**config.mk**
```make
export PLATFORM = sky130hd
export DESIGN_NAME = key_event_decoder
export DESIGN_NICKNAME = d
export VERILOG_FILES = /design/src/rtl/key_event_pkg.sv /design/src/rtl/event_fifo.sv /design/src/rtl/key_event_decoder.sv
export SDC_FILE = /design/constraint.sdc
export NUM_CORES = 1
export LEC_CHECK = 0
export ABC_AREA = 1
export ABC_CLOCK_PERIOD_IN_PS = 2500
export CAP_MARGIN = 0
export CORE_MARGIN = 2
export CORE_UTILIZATION = 52
export CTS_CLUSTER_SIZE = 14
export DETAILED_ROUTE_END_ITERATION = 10
export PLACE_DENSITY_LB_ADDON = 0.1
export SLEW_MARGIN = 20
export SYNTH_ARGS = -nofsm -noshare
export SYNTH_HDL_FRONTEND = slang
export SYNTH_HIERARCHICAL = 1
export SYNTH_SLANG_ARGS = --single-unit
```
**constraint.sdc**
```tcl
create_clock -name clk -period 2.5 [get_ports clk]
set_clock_uncertainty 0.2 [all_clocks]
set_input_delay 0.5 -clock clk [delete_from_list [all_inputs] [get_ports clk]]
set_output_delay 0.5 -clock clk [all_outputs]
set_load 0.05 [all_outputs]
```
**src/rtl/key_event_pkg.sv**
```systemverilog
// -----------------------------------------------------------------------------
// key_event_pkg
// Shared types for the key event decoder.
//   evt_code_e : event codes pushed into the event queue (2 bits wide).
//   state_e    : tap/hold classifier states.
//   EVT_W      : width of an event code.
// -----------------------------------------------------------------------------
package key_event_pkg;

  localparam int EVT_W = 2;

  typedef enum logic [EVT_W-1:0] {
    EVT_TAP        = 2'b00,
    EVT_HOLD_START = 2'b01,
    EVT_HOLD_END   = 2'b10
  } evt_code_e;

  typedef enum logic [1:0] {
    ST_IDLE    = 2'b00,
    ST_PRESSED = 2'b01,
    ST_HOLDING = 2'b10
  } state_e;

endpackage

```
**src/rtl/event_fifo.sv**
```systemverilog
// -----------------------------------------------------------------------------
// event_fifo
// Small synchronous FIFO for gameplay events.
//   clk, rst_n : clock, asynchronous active-low reset (flushes the queue)
//   push       : write push_data when not full, or when full and popping
//   push_data  : entry to write
//   pop        : remove head entry (ignored when empty)
//   pop_data   : head entry, forced to zero while empty
//   empty/full : queue status, decoded from the occupancy register
// A push into a full queue is accepted only if a pop frees the head slot on
// the same edge; otherwise it is discarded and the contents are untouched.
// -----------------------------------------------------------------------------
module event_fifo #(
  parameter int WIDTH = 2,
  parameter int DEPTH = 4
) (
  input  logic             clk,
  input  logic             rst_n,
  input  logic             push,
  input  logic [WIDTH-1:0] push_data,
  input  logic             pop,
  output logic [WIDTH-1:0] pop_data,
  output logic             empty,
  output logic             full
);

  localparam int PTR_W = $clog2(DEPTH);

  logic [WIDTH-1:0] r_mem [DEPTH];
  logic [PTR_W-1:0] r_wr_ptr;
  logic [PTR_W-1:0] r_rd_ptr;
  // One extra bit so that DEPTH entries is distinguishable from zero.
  logic [PTR_W:0]   r_count;

  logic w_do_pop;
  logic w_do_push;

  assign empty = (r_count == '0);
  assign full  = (r_count == (PTR_W+1)'(DEPTH));

  assign w_do_pop  = pop & ~empty;
  assign w_do_push = push & (~full | w_do_pop);

  // Zero while empty so the consumer never sees a stale entry.
  assign pop_data = empty ? '0 : r_mem[r_rd_ptr];

  always_ff @(posedge clk or negedge rst_n) begin
    if (!rst_n) begin
      r_wr_ptr <= '0;
      r_rd_ptr <= '0;
      r_count  <= '0;
    end else begin
      if (w_do_push) r_wr_ptr <= r_wr_ptr + PTR_W'(1);
      if (w_do_pop)  r_rd_ptr <= r_rd_ptr + PTR_W'(1);
      case ({w_do_push, w_do_pop})
        2'b10:   r_count <= r_count + (PTR_W+1)'(1);
        2'b01:   r_count <= r_count - (PTR_W+1)'(1);
        default: r_count <= r_count;
      endcase
    end
  end

  // NOTE: storage is deliberately not reset; entries are only observable
  // through pop_data, which is masked while the occupancy count says empty.
  always_ff @(posedge clk) begin
    if (w_do_push) r_mem[r_wr_ptr] <= push_data;
  end

endmodule

```
**src/rtl/key_event_decoder.sv**
```systemverilog
// -----------------------------------------------------------------------------
// key_event_decoder
// Turns the debounced click level of one lane button into discrete events.
//   clk, rst_n : clock, asynchronous active-low reset
//   click_in   : debounced button level, 1 = pressed
//   evt_valid  : event queue non-empty, head event on evt_code
//   evt_ready  : consumer accepts the head event when evt_valid is high
//   evt_code   : head event (TAP / HOLD_START / HOLD_END), 00 while empty
//   holding    : high while the classifier is in the HOLDING state
//   overflow   : one-cycle pulse when an event was dropped on a full queue
// A press shorter than HOLD_LIMIT samples yields TAP on release; a longer one
// yields HOLD_START on its HOLD_LIMIT-th sample and HOLD_END on release.
// -----------------------------------------------------------------------------
module key_event_decoder
  import key_event_pkg::*;
#(
  parameter int HOLD_LIMIT = 16,
  parameter int CNT_W      = 5,
  parameter int FIFO_DEPTH = 4
) (
  input  logic             clk,
  input  logic             rst_n,
  input  logic             click_in,
  input  logic             evt_ready,
  output logic             evt_valid,
  output logic [EVT_W-1:0] evt_code,
  output logic             holding,
  output logic             overflow
);

  state_e           r_state;
  logic [CNT_W-1:0] r_cnt;
  logic             r_holding;
  logic             r_overflow;

  logic             w_push;
  evt_code_e        w_push_code;
  logic [EVT_W-1:0] w_push_data;
  logic             w_pop;
  logic             w_empty;
  logic             w_full;
  logic             w_at_limit;

  // cnt already holds the samples seen so far, so the HOLD_LIMIT-th high
  // sample arrives while cnt == HOLD_LIMIT-1.
  assign w_at_limit = (r_cnt == CNT_W'(HOLD_LIMIT - 1));

  // Event generation is decoded from the current state and sample so the
  // push lands on the same edge as the state transition.
  // NOTE: every signal assigned here gets a default first, so no path can
  // leave it unassigned and infer a latch.
  always_comb begin
    w_push      = 1'b0;
    w_push_code = EVT_TAP;
    case (r_state)
      ST_PRESSED: begin
        if (!click_in) begin
          w_push      = 1'b1;
          w_push_code = EVT_TAP;
        end else if (w_at_limit) begin
          w_push      = 1'b1;
          w_push_code = EVT_HOLD_START;
        end
      end
      ST_HOLDING: begin
        if (!click_in) begin
          w_push      = 1'b1;
          w_push_code = EVT_HOLD_END;
        end
      end
      default: ;
    endcase
  end

  assign w_push_data = w_push_code;
  assign w_pop       = ~w_empty & evt_ready;

  // NOTE: all state below uses non-blocking assignments so every register
  // samples the pre-edge values, independent of statement order.
  always_ff @(posedge clk or negedge rst_n) begin
    if (!rst_n) begin
      r_state    <= ST_IDLE;
      r_cnt      <= '0;
      r_holding  <= 1'b0;
      r_overflow <= 1'b0;
    end else begin
      // Dropped only when full and nothing leaves on this same edge.
      r_overflow <= w_push & w_full & ~w_pop;
      case (r_state)
        ST_IDLE: begin
          if (click_in) begin
            r_state <= ST_PRESSED;
            r_cnt   <= CNT_W'(1);
          end
        end
        ST_PRESSED: begin
          if (!click_in) begin
            r_state <= ST_IDLE;
            r_cnt   <= '0;
          end else if (w_at_limit) begin
            r_state   <= ST_HOLDING;
            r_holding <= 1'b1;
          end else begin
            r_cnt <= r_cnt + CNT_W'(1);
          end
        end
        ST_HOLDING: begin
          // Counter stays frozen while the hold continues.
          if (!click_in) begin
            r_state   <= ST_IDLE;
            r_cnt     <= '0;
            r_holding <= 1'b0;
          end
        end
        default: begin
          r_state   <= ST_IDLE;
          r_cnt     <= '0;
          r_holding <= 1'b0;
        end
      endcase
    end
  end

  event_fifo #(
    .WIDTH (EVT_W),
    .DEPTH (FIFO_DEPTH)
  ) u_event_fifo (
    .clk       (clk),
    .rst_n     (rst_n),
    .push      (w_push),
    .push_data (w_push_data),
    .pop       (w_pop),
    .pop_data  (evt_code),
    .empty     (w_empty),
    .full      (w_full)
  );

  assign evt_valid = ~w_empty;
  assign holding   = r_holding;
  assign overflow  = r_overflow;

endmodule

```
=== Word level (Yosys, flattened, before mapping) ===
Memory sizes are Yosys's and may differ from the RTL's.
Cells that the tools add are included.

* Flip-flop bits (word level): 16
* Latch bits: 0
* RAM bits: 8
* ROM bits: 0
* Input port bits: 4
* Word-level logic and storage cells: 67
* Memories: 1

{| class="wikitable"
|+ Memories
! memory !! words !! bits a word !! rd ports !! clocked after memory_dff !! write ports !! line !! text
|-
| u_event_fifo.r_mem || 4 || 2 || 1 || 0 || 1 || event_fifo.sv:29 || <nowiki>logic [WIDTH-1:0] r_mem [DEPTH];</nowiki>
|}

* Add/subtract/negate cells: 5
* Multiply operators: 0
* Divide/modulo/power cells: 0
* $lt $le $gt $ge: 0
* Equal/unequal tests: 12
* Shift-type cells: 0
* Multiplexer cells: 26
* Bitwise gates (word level): 10
* Reduce and logical (&&, ||, !) cells: 6

{| class="wikitable"
|+ Operator list
! cell !! number
|-
| 5-bit two-way mux || 4
|-
| 5-bit one-hot mux with 3 select lines || 1
|-
| 2-bit two-way mux || 6
|-
| 1-bit two-way mux || 10
|-
| 2-bit != test (second input constant) || 4
|-
| 3-bit != test (second input constant) || 2
|-
| 2-bit one-hot mux with 3 select lines || 1
|-
| 3-bit one-hot mux with 2 select lines || 1
|-
| 3-bit AND reduction || 2
|-
| 5-bit by 1-bit adder with 5-bit output (second input constant) || 1
|-
| 1-bit bitwise AND || 5
|-
| 5-bit by 4-bit == test with 1-bit output (second input constant) || 1
|-
| 2-bit by 1-bit adder with 2-bit output (second input constant) || 2
|-
| 2-bit by 1-bit == test with 1-bit output (second input constant) || 2
|-
| 2-bit == test (second input constant) || 2
|-
| 1-bit inverter || 4
|-
| 2-bit one-hot mux with 2 select lines || 1
|-
| 4-bit AND reduction || 1
|-
| 3-bit by 1-bit adder with 3-bit output (second input constant) || 1
|-
| 3-bit == test (second input constant) || 1
|-
| 3-bit zero test || 1
|-
| 1-bit one-hot mux with 3 select lines || 1
|-
| 3-bit by 1-bit subtractor with 3-bit output (second input constant) || 1
|-
| 2-bit zero test || 1
|-
| other kinds (3) || 3
|}

=== Logic depth before layout (Yosys ltp) ===
* Depth after elaboration: 8
* Depth in mapped cells: 19
* Depth with buffers taken out: 19

=== Hierarchy ===
Netlist, hierarchy kept.

{| class="wikitable"
|+ By module, submodules not included
! module !! times used !! cells each !! area each (µm²) !! seq. area each (µm²)
|-
| event_fifo || 1 || 92 || 814.5 || 415.4
|-
| key_event_decoder || 1 || 77 || 568.0 || 225.2
|}

=== Worst setup path after synthesis ===
No wires, ideal clock.

* Path type: register to register
* Start point: register r_cnt[0]
* End point: register u_event_fifo.r_count[2]
* Arrival: 2,234 ps
* Data required time: 2,183 ps
* Setup slack: -51 ps
* Cell stages (with the launch flop): 19
* Path buffers: 0
* Cells stage by stage: dfrtp_1 ha_1 nand2_1 nor2_1 ha_1 inv_1 nand2_1 inv_1 nor2_1 o21ai_0 inv_1 nand2_4 ha_1 inv_1 fa_1 nand2_1 nand3_1 nand2_1 nand2_1

* Word-level cells in the longest chain between the ends: 7

{| class="wikitable"
|+ RTL lines
! what !! line !! text
|-
| from (decl) || key_event_decoder.sv:32 || <nowiki>logic [CNT_W-1:0] r_cnt;</nowiki>
|-
| from (signal assigned) || key_event_decoder.sv:104 || <nowiki>r_cnt <= r_cnt + CNT_W'(1);</nowiki>
|-
| 5-bit by 4-bit == test with 1-bit output (*) || key_event_decoder.sv:46 || <nowiki>assign w_at_limit = (r_cnt == CNT_W'(HOLD_LIMIT - 1));</nowiki>
|-
| 1-bit two-way mux (*) || key_event_decoder.sv:60 || <nowiki>end else if (w_at_limit) begin</nowiki>
|-
| 1-bit two-way mux (*) || key_event_decoder.sv:57 || <nowiki>if (!click_in) begin</nowiki>
|-
| 1-bit one-hot mux with 2 select lines (*) || key_event_decoder.sv:55 || <nowiki>case (r_state)</nowiki>
|-
| via w_push || key_event_decoder.sv:36 || <nowiki>logic w_push;</nowiki>
|-
| 1-bit bitwise AND (*) || event_fifo.sv:42 || <nowiki>assign w_do_push = push & (~full | w_do_pop);</nowiki>
|-
| 2-bit by 1-bit == test with 1-bit output / 2-bit == test (equally long branches) || event_fifo.sv:55 || <nowiki>case ({w_do_push, w_do_pop})</nowiki>
|-
| 3-bit one-hot mux with 2 select lines / 2-bit nonzero test (equally long branches) || -- ||
|-
| to (signal assigned) || event_fifo.sv:56 || <nowiki>2'b10: r_count <= r_count + (PTR_W+1)'(1);</nowiki>
|-
| to (signal assigned) || event_fifo.sv:57 || <nowiki>2'b01: r_count <= r_count - (PTR_W+1)'(1);</nowiki>
|-
| to (signal assigned) || event_fifo.sv:58 || <nowiki>default: r_count <= r_count;</nowiki>
|-
| to (decl) || event_fifo.sv:33 || <nowiki>logic [PTR_W:0] r_count;</nowiki>
|}

The timed path passes the listed nets; every way through them passes the cells marked *.
A chain may end at the register's enable or synchronous reset.

=== Final worst setup path ===
* Start point: register r_cnt[1]
* End point: register u_event_fifo.r_count[2]

Same word-level chain as after synthesis.

==> flow_summary_export.csv <==
group,metric,value,unit
status,status,"finished clean",
clocking,clock-sinks,24,
critical_path,cp.arrival,2.39,ns
floorplanning,initial_core_util,55.3,%
final_layout,stdcell_area,1660,um2
global_route,grt_usage,17.2,%
global_route,grt_pass1_vias,1010,
power,vdd_drop_max,0.725,mV
critical_path,rr_worst_depth,18,
routing,antenna_left,0,
yosys,synth_xor_area_share,1.27,%
yosys,synth_nets,184,
routing,drtIter0Drc,36,
place,dp_hpwl,1.82,mm
floorplanning,die-height,55.6,um
yosys,synthMuxAreaShare,0,%
floorplanning,core,2500,um2
critical_path,cp-start-kind,"register",
clocking,clock_latency,0.32,ns
critical_path,cp_max_fo,2,
yosys,syn_inst,169,
sta,fmax,423,MHz
yosys,synth.distinct_cells,22,
power,p_per_area,1060,nW/um2
routing,viasPerCell,4.66,
floorplanning,die_x,55.6,um
sta,min_period,2.37,ns
final_layout,area_delta_synth_final,20.4,%
critical_path,end_kind,"register",
routing,routed_wl,2.29,mm
place,gp_congestion,0.880,
power,pwr-share-comb,55.7,%
sta,finalSetupTns,0,ns
power,p_seq_share,34.3,%
critical_path,reg2reg_slack,0.13,ns
power,internal-power,0.966,mW
yosys,synth_top_family_by_area,"simple AND/OR/NAND/NOR gates",
yosys,synth_compound_area_share,6.15,%
yosys,synth_area_per_cell,8.18,um2
floorplanning,design.die.area,3090,um2
sta,worst_pin_slew,0.494,ns
clocking,htree_levels,1,
power,leakage,0.833,nW
global_route,grt_max_degree,17,
place,place_area,1570,um2
final_layout,drive_gt1_share,24.2,%
yosys,synth_area,1380,um2
clocking,cts_tree,"built",
global_route,overflow,0,
sta,fin_ws,0.135,ns
floorplanning,rows,18,
sta,slew_violations,0,
routing,drc,0,
power,power_switching,0.795,mW
critical_path,r2r-start,"r_cnt[1]$_DFFE_PN0P_",
sta,setup_violations,0,
clocking,cts_buffers,3,
critical_path,cp.required,2.52,ns
sta,period_share,94.6,%
critical_path,worstSetupPathType,"register to register",
sta,relSlewSlack,67.0,%
power,p_clk_share,9.9,%
clocking,cts_root_buf,"clkbuf_4",
yosys,yosysWarnings,6,
place,dpl_worst_slack,-0.284,ns
yosys,ys_seq_elements,24,
clocking,clk_path_buf_depth,2,
global_route,antenna_found_initial,0,
critical_path,cp-startpoint,"r_cnt[1]$_DFFE_PN0P_",
flow_run,drv_cap,0,
final_layout,insertedDiodeCount,0,
global_route,grt_pass1_wl,4.12,mm
routing,firstDrtPassIters,5,
yosys,synth-adder-area-share,10.5,%
critical_path,r2r_end,"u_event_fifo/r_count[2]$_DFFE_PN0P_",
min_path,hold_class,"input port to async pin",
yosys,yosysSeqAreaShare,46.3,%
power,switching_share,45.2,%
final_layout,nets,210,
floorplanning,io_pins,9,
routing,via_count,1043,
yosys,yosys.area_share.simple,23.5,%
routing,wire_per_inst,10.2,um
sta,hold_violations,0,
place,portBuffers,8,
clocking,path_clk_slew,0.12,ns
## routing by layer
layer	vias up	GRT usage (%)	share of wire (%)	wire length, um
met5	-	0	0	0
met4	0	10.1	2.5	58
met3	5	3.51	3.6	83
met2	16	25.3	42	967
met1	458	23.3	52	1180
li1	564	-	-	-
## sequential cells by signal, indices dropped and copies added, names as in the netlist
signal / count
u_event_fifo/r_count: 3
overflow: 1
u_event_fifo/r_wr_ptr: 2
r_cnt: 5
holding: 1
u_event_fifo/r_rd_ptr: 2
u_event_fifo/r_mem: 8
r_state: 2
## layout make-up
type                       instances  area (um2)
inverter                          43         164
clock buffer                       4        26.3
tap                               30        37.5
fill                             205         836
sequential                        24         641
timing repair buffer              22         179
multi-input combinational        101         617
## cell usage in the layout, fill, tap and decap left out, drive strengths merged, types with 5 or more instances in the layout
cell type	instances
nand3	12
clkdlybuf4s50	5
nor2	16
dfrtp	16
ha	10
inv	43
o21ai	13
edfxtp	8
nand2	39
buf	16
## worst max-delay path by stage
stage / endpoint / cells after the start / slack, ns
2_1_floorplan: u_event_fifo/r_count[1]$_DFFE_PN0P_ / 15 / 0.02
3_3_place_gp: u_event_fifo/r_count[1]$_DFFE_PN0P_ / 9 / -0.17
3_5_place_dp: u_event_fifo/r_count[2]$_DFFE_PN0P_ / 12 / -0.28
4_1_cts: u_event_fifo/r_count[2]$_DFFE_PN0P_ / 18 / 0.02
5_1_grt: u_event_fifo/r_count[2]$_DFFE_PN0P_ / 18 / -0.01
6_report: u_event_fifo/r_count[2]$_DFFE_PN0P_ / 18 / 0.13
## timing repair
| item | CTS | global route |
|---|---|---|
| gates resized for setup | 5 | 14 |
| setup buffers | 3 | 1 |
| pin swaps | 2 | 8 |
| setup endpoints to repair | 3 | 2 |
| endpoints found under the hold margin | 0 | 0 |
| hold buffers | 0 | 0 |
## per-stage QoR
stage	power, mW	utilization (%)	hold WS [ns]	cells
global placement	1.46	62.7	0.269	216
detailed placement	1.50	62.7	0.293	216
floorplan	1.25	-	0.00441	169
CTS	1.72	65.1	0.289	223
finish	1.76	66.6	0.287	224
global route	1.93	66.6	0.311	224
## power by group through the flow
stage	sequential, mW	clock, mW	combinational (mW)
4_1_cts	0.603	0.182	0.934
5_1_grt	0.620	0.200	1.11
6_report	0.604	0.175	0.981
3_3_place_gp	0.605	0	0.856
3_5_place_dp	0.612	0	0.886
2_1_floorplan	0.607	0	0.643
## cells in the mapped netlist
master,instances,area share (%)
inv_1,40,11
nand2_1,36,9.8
dfrtp_1,16,29
nor2_1,13,3.5
nand3_1,11,4.0
ha_1,10,9.0
o21ai_0,10,3.6
edfxtp_1,8,17
a21oi_1,4,1.4
inv_2,3,0.81
o21ai_1,3,1.1
nand2_2,2,0.90
nand4_1,2,0.90
nor2_4,2,1.6
xnor2_1,2,1.3
buf_4,1,0.54
fa_1,1,1.4
nand2_4,1,0.81
nand3_2,1,0.72
nor2_2,1,0.45
nor3_1,1,0.36
or2_2,1,0.45
## cells by family after synthesis
group           after synthesis
xor+xnor                      2
fa+ha+maj                    11
compound gates               17
flops                        24
buf+inv                      44
simple gates                 71
## critical path, stage by stage (launching register included)
cell	delay [ns]
dfrtp_1	0.41
ha_2	0.19
nand2_2	0.08
nor2_2	0.04
ha_2	0.17
inv_2	0.06
nand2_2	0.04
inv_2	0.06
nor2_2	0.03
o21ai_2	0.06
inv_2	0.07
nand2_4	0.08
ha_4	0.15
inv_4	0.04
fa_2	0.35
nand2_2	0.09
nand3_2	0.05
nand2_1	0.05
nand2_1	0.04
Power figures use the tool's default switching activity.
